==> src/rtl/stopwatch_pkg.sv <==
// Shared constants for the stopwatch display path: segment codes, scan width and FSM encoding.
package stopwatch_pkg;

  localparam int unsigned SCAN_W     = 2;
  localparam int unsigned BCD_W      = 4;
  localparam int unsigned SEG_W      = 7;
  localparam int unsigned NUM_DIGITS = 4;

  typedef logic [BCD_W-1:0] bcd_t;

  // Four display digits, leftmost (minutes tens) in the MSBs
  typedef struct packed {
    bcd_t d3;
    bcd_t d2;
    bcd_t d1;
    bcd_t d0;
  } digits_t;

  // Active-low segment codes, bit order {g,f,e,d,c,b,a}
  localparam logic [SEG_W-1:0] SEG_BLANK = 7'b1111111;
  localparam logic [SEG_W-1:0] SEG_DASH  = 7'b0111111;
  localparam logic [SEG_W-1:0] SEG_0     = 7'b1000000;
  localparam logic [SEG_W-1:0] SEG_1     = 7'b1111001;
  localparam logic [SEG_W-1:0] SEG_2     = 7'b0100100;
  localparam logic [SEG_W-1:0] SEG_3     = 7'b0110000;
  localparam logic [SEG_W-1:0] SEG_4     = 7'b0011001;
  localparam logic [SEG_W-1:0] SEG_5     = 7'b0010010;
  localparam logic [SEG_W-1:0] SEG_6     = 7'b0000010;
  localparam logic [SEG_W-1:0] SEG_7     = 7'b1111000;
  localparam logic [SEG_W-1:0] SEG_8     = 7'b0000000;
  localparam logic [SEG_W-1:0] SEG_9     = 7'b0010000;

  localparam logic [0:0] ST_LIVE   = 1'b0;
  localparam logic [0:0] ST_FROZEN = 1'b1;

endpackage

==> src/rtl/stopwatch_display_scan_seg7_encode.sv <==
// BCD to active-low seven-segment decoder; non-BCD values show a dash.
module seg7_encode
  import stopwatch_pkg::*;
(
  input  logic [BCD_W-1:0] bcd,
  output logic [SEG_W-1:0] seg_c
);

  always_comb begin
    seg_c = SEG_DASH;
    case (bcd)
      4'd0: seg_c = SEG_0;
      4'd1: seg_c = SEG_1;
      4'd2: seg_c = SEG_2;
      4'd3: seg_c = SEG_3;
      4'd4: seg_c = SEG_4;
      4'd5: seg_c = SEG_5;
      4'd6: seg_c = SEG_6;
      4'd7: seg_c = SEG_7;
      4'd8: seg_c = SEG_8;
      4'd9: seg_c = SEG_9;
      default: seg_c = SEG_DASH;
    endcase
  end

endmodule

==> src/rtl/stopwatch_display_scan.sv <==
// Multiplexes four BCD digits onto a common-anode display with a lap/freeze snapshot.
// Optional: define LEADING_ZERO_BLANK_EN to blank a leading zero on the minutes-tens digit.
module stopwatch_display_scan
  import stopwatch_pkg::*;
#(
  parameter int unsigned REFRESH_DIV = 50000
) (
  input  logic                  clock,
  input  logic                  reset,
  input  logic [BCD_W-1:0]      digit0,
  input  logic [BCD_W-1:0]      digit1,
  input  logic [BCD_W-1:0]      digit2,
  input  logic [BCD_W-1:0]      digit3,
  input  logic                  lap,
  input  logic                  clear,
  output logic [NUM_DIGITS-1:0] an,
  output logic [SEG_W-1:0]      seg,
  output logic                  dp,
  output logic                  frozen
);

  localparam int unsigned CNT_W = $clog2(REFRESH_DIV);

  logic [CNT_W-1:0]  refresh_cnt;
  logic [SCAN_W-1:0] scan_idx;
  logic [0:0]        state;
  logic [0:0]        state_next;
  digits_t           snapshot;
  bcd_t              cur_digit_c;
  logic [SEG_W-1:0]  enc_seg_c;
  logic [SEG_W-1:0]  cur_seg_c;
  logic              refresh_wrap_c;

  assign refresh_wrap_c = (refresh_cnt == CNT_W'(REFRESH_DIV - 1));

  // Refresh timer and scan position
  always_ff @(posedge clock) begin
    if (reset) begin
      refresh_cnt <= '0;
      scan_idx    <= '0;
    end else if (refresh_wrap_c) begin
      refresh_cnt <= '0;
      scan_idx    <= scan_idx + SCAN_W'(1);
    end else begin
      refresh_cnt <= refresh_cnt + CNT_W'(1);
    end
  end

  // Lap/clear state register
  always_ff @(posedge clock) begin
    if (reset) begin
      state <= ST_LIVE;
    end else begin
      state <= state_next;
    end
  end

  // Clear wins over lap; lap toggles between live and frozen
  always_comb begin
    state_next = state;
    case (state)
      ST_LIVE:   if (!clear && lap) state_next = ST_FROZEN;
      ST_FROZEN: if (clear || lap)  state_next = ST_LIVE;
      default:   state_next = ST_LIVE;
    endcase
  end

  // Snapshot tracks the inputs while live, including on the lap edge itself
  always_ff @(posedge clock) begin
    if (reset) begin
      snapshot <= '0;
    end else if (state == ST_LIVE) begin
      snapshot <= '{d3: digit3, d2: digit2, d1: digit1, d0: digit0};
    end
  end

  always_comb begin
    cur_digit_c = snapshot.d0;
    case (scan_idx)
      2'd0: cur_digit_c = snapshot.d0;
      2'd1: cur_digit_c = snapshot.d1;
      2'd2: cur_digit_c = snapshot.d2;
      2'd3: cur_digit_c = snapshot.d3;
      default: cur_digit_c = snapshot.d0;
    endcase
  end

  seg7_encode u_seg7_encode (
    .bcd   (cur_digit_c),
    .seg_c (enc_seg_c)
  );

  always_comb begin
`ifdef LEADING_ZERO_BLANK_EN
    cur_seg_c = ((scan_idx == 2'd3) && (snapshot.d3 == 4'd0)) ? SEG_BLANK : enc_seg_c;
`else
    cur_seg_c = enc_seg_c;
`endif
  end

  // Registered display pins; frozen follows the state register
  always_ff @(posedge clock) begin
    if (reset) begin
      an     <= '1;
      seg    <= SEG_BLANK;
      dp     <= 1'b1;
      frozen <= 1'b0;
    end else begin
      an     <= ~(NUM_DIGITS'(1) << scan_idx);
      seg    <= cur_seg_c;
      dp     <= (scan_idx != 2'd2);
      frozen <= (state_next == ST_FROZEN);
    end
  end

endmodule

==> config.mk <==
export PLATFORM = sky130hd
export DESIGN_NAME = stopwatch_display_scan
export DESIGN_NICKNAME = d
export VERILOG_FILES = /design/src/rtl/stopwatch_pkg.sv /design/src/rtl/stopwatch_display_scan_seg7_encode.sv /design/src/rtl/stopwatch_display_scan.sv
export SDC_FILE = /design/constraint.sdc
export NUM_CORES = 1
export LEC_CHECK = 0
export CELL_PAD_IN_SITES_DETAIL_PLACEMENT = 2
export CELL_PAD_IN_SITES_GLOBAL_PLACEMENT = 2
export CORE_MARGIN = 2
export CORE_UTILIZATION = 25
export DETAILED_ROUTE_END_ITERATION = 6
export MAX_ROUTING_LAYER = met4
export PLACE_DENSITY_LB_ADDON = 0.12
export SLEW_MARGIN = 20
export SYNTH_ARGS = -nofsm -noshare
export SYNTH_HDL_FRONTEND = slang
export SYNTH_SLANG_ARGS = --single-unit
==> constraint.sdc <==
create_clock -name clock -period 2.1 [get_ports clock]
set_input_delay 0.42 -clock clock [delete_from_list [all_inputs] [get_ports clock]]
set_output_delay 0.42 -clock clock [all_outputs]
set_load 0.05 [all_outputs]
==> summary.txt <==
Run status
  – Status: completed

Timing
  – Setup Skew: 0.00506 ns
  – Setup_tns: 0 ns
  – Final setup viols: 0
  – Final Hold Viols: 0
  – Fin. max-slew vios: 0
  – Worst Tran Pin Value: roughly 0.52 ns
  – FMAX: between 0.5 and 0.6 GHz
  – Crit path time final: 1.96 ns
  – Rel. slew slack: 65.1%
  – Final worst path period share: 93.5%
  – Unrepaired setup endpoints after global routing: no

Route
  – Drt initial violations: 34
  – Routed WL per cell: between 10 and 15 µm
  – Residual DRC: 0
  – Via count: between 1,500 and 2,000
  – Routed wire length: 5030 µm
  – Via density: 4.51
  – Initial DRT Pass Iterations: 4
  – Antenna viol nets, final: 0

Layout
  – Synth-to-Final Area Change: 28.9%
  – Most frequent cells in the layout: 44 x dfxtp_1, 38 x nor2_1, 31 x clkdlybuf4s50_1
  – Diode count: 0
  – Share of cells above drive strength 1: roughly 15%
  – Final nets: roughly 270
  – Commonest non-fill, non-tap cell in the layout: dfxtp_1
  – # fillers: about 900

Floorplanning
  – Die area: ~0.009 mm²
  – Die H: 93.8 µm
  – Initial core utilization: 25.9%
  – Chip width: 93.8 µm
  – IO Count: 33
  – Core box area: approximately 0.008 mm²
  – Cell Rows: 32

Synth
  – Avg Cell Area, Syn: 9.83 µm²
  – Synthesized Nets: 234
  – Synth Cell Area: 0.00201 mm²
  – Number of library cell types mapped by synthesis: 38
  – Seq cells post-synth: 46
  – Post-synthesis sequential area ratio: a little under half
  – Synth Instances: between 200 and 250
  – Synth warnings: 0

Global routing
  – GR Util met1: 16.0%
  – GR Layer Usage met3: 2.41%
  – Grt total ovfl: 0
  – Largest net degree at the start of global routing: 18
  – First-pass GRT wire length: 8690 µm
  – Initial antenna violation count: 0
  – GRT busiest layer: met2
  – GR Util met2: 21.5%
  – Vias in the first global route: between 1,500 and 2,000
  – GRT Util Overall: 12.8%

Pwr
  – Power Density: 656 mW/mm²
  – Maximum VDD drop: roughly 220 µV
  – Tot Pwr: 1.70 mW
  – Pleak: ~0.96 nW

Critical path
  – CP Data Required Time: 2.27 ns
  – Setup crit end kind: register
  – Worst-path maximum fanout: 5
  – Startpoint type of the worst setup path: register
  – Critical path class: register to register
  – Worst Path Arrival: 2.14 ns

Job
  – Max cap viols: 0

CTS
  – Clock Tree Buf Depth: 2
  – Skew-Pair Late Insertion Delay: 0.29 ns
  – # clock sinks: 46
  – Reg clk slew, reported paths: 0.08 ns
  – CTS tree: yes
  – Num CTS Buffers: 5
  – H-tree depth: 2
  – Root Buffer: clkbuf_8

Placement
  – RD Place Congestion: 0.696
  – Port Buffers: 32
  – HPWL after DPL: 3690 µm

Min path
  – Worst min-delay path class: register to register
-- cell families (layout without fill, tap and decap cells) --
kind of cell | after synthesis | in the layout | share of synthesized area (%)
multiplexers | 23 | 23 | 11.9
adder cells (fa/ha/maj) | 9 | 9 | 5.59
AO/OA/AOI/OAI | 17 | 17 | 6.40
buffers and inverters | 21 | 59 | 4.47
AND/OR/NAND/NOR | 73 | 73 | 18.9
XOR/XNOR | 16 | 16 | 6.96
flip-flops | 46 | 46 | 45.7
-- cell type report --
class / count / area [µm²] / area share [%]
multi-input combinational: 138 / 1040 / 40.0
tap: 102 / 128 / 4.92
timing repair buffer: 39 / 383 / 14.7
clock buffer: 7 / 76.3 / 2.94
inverter: 13 / 48.8 / 1.88
sequential: 46 / 923 / 35.6
-- final timing paths --
| kind | cells after the start | to | slack, ns | start |
|---|---|---|---|---|
| worst max-delay path | 8 | seg[1] | 0.14 | scan_idx[1] |
| worst min-delay path | 1 | refresh_cnt[0] | 0.48 | refresh_cnt[0] |
| worst max register to register | 8 | seg[1] | 0.14 | scan_idx[1] |
| worst min register to register | 1 | refresh_cnt[0] | 0.48 | refresh_cnt[0] |
-- registers in the layout (all words and copies together), names as in the netlist --
register and cells:
dp 1, snapshot 16, scan_idx 2, seg 7, refresh_cnt 16, frozen 1, an 3
-- stage by stage --
stage / setup WS [ns] / cell area (µm²) / utilization (%) / instances / hold slack (ns)
after detailed placement: 0.0149 / 2470 / 31.8 / 336 / 0.467
after floorplan: 0.270 / 2010 / - / 205 / 0.440
after CTS: 0.00313 / 2550 / 32.9 / 344 / 0.488
after global routing: 0.00505 / 2600 / 33.4 / 345 / 0.512
final: 0.137 / 2600 / 33.4 / 345 / 0.477
after global placement: 0.0508 / 2470 / 31.8 / 336 / 0.459
-- routing by layer --
metal	vias up	share of wire, %
met5	-	0
met4	0	0.94
met3	5	2.7
met2	28	48
met1	748	48
li1	774	-
-- cell usage after synthesis --
master    number  area (µm²)
ha_1           9         113
mux2i_1       20         200
o311ai_1       1        8.76
clkbuf_1       3        11.3
nor3b_1        1        7.51
o21ai_0        1        5.00
nor4_2         3        37.5
a22o_1         1        8.76
inv_1         13        48.8
a211oi_1       1        7.51
a32oi_1        1        8.76
nand3_1        6        30.0
nand4b_2       1        15.0
buf_2          3        15.0
buf_4          2        15.0
nor4b_1        1        8.76
a21oi_1        3        15.0
a41oi_1        1        8.76
and4bb_2       1        12.5
o21ai_1        1        5.00
dfxtp_1       46         921
xor2_1         1        8.76
mux2i_2        1        13.8
o21ai_2        1        8.76
a222oi_1       3        30.0
nand2_1        9        33.8
nand4_2        3        37.5
mux2_2         1        11.3
nor4_1         2        12.5
mux2_4         1        15.0
nor3_1         5        25.0
nand4_1        1        6.26
xnor2_1       15         131
and3_1         1        6.26
o211ai_1       1        7.51
nand2_2        1        6.26
a22oi_1        2        15.0
nor2_1        38         143
-- report_power, final --
group	switching [mW]	internal [mW]
Clock	0.287	0.230
Sequential	0.0235	0.913
Combinational	0.138	0.112
-- worst max-delay path, cell delays in order, from the launching register on --
cell	delay, ns
dfxtp_2	0.36
inv_1	0.11
ha_4	0.20
a222oi_1	0.44
mux2i_4	0.16
inv_2	0.09
ha_1	0.24
a21oi_1	0.13
o21ai_0	0.11
-- timing repair --
item,in CTS,in global routing
hold buffers,0,0
pin swaps,0,1
setup endpoints to repair,1,7
gates resized for setup,0,12
setup buffers,1,1
Note: power is estimated with default switching activity, not from simulation.
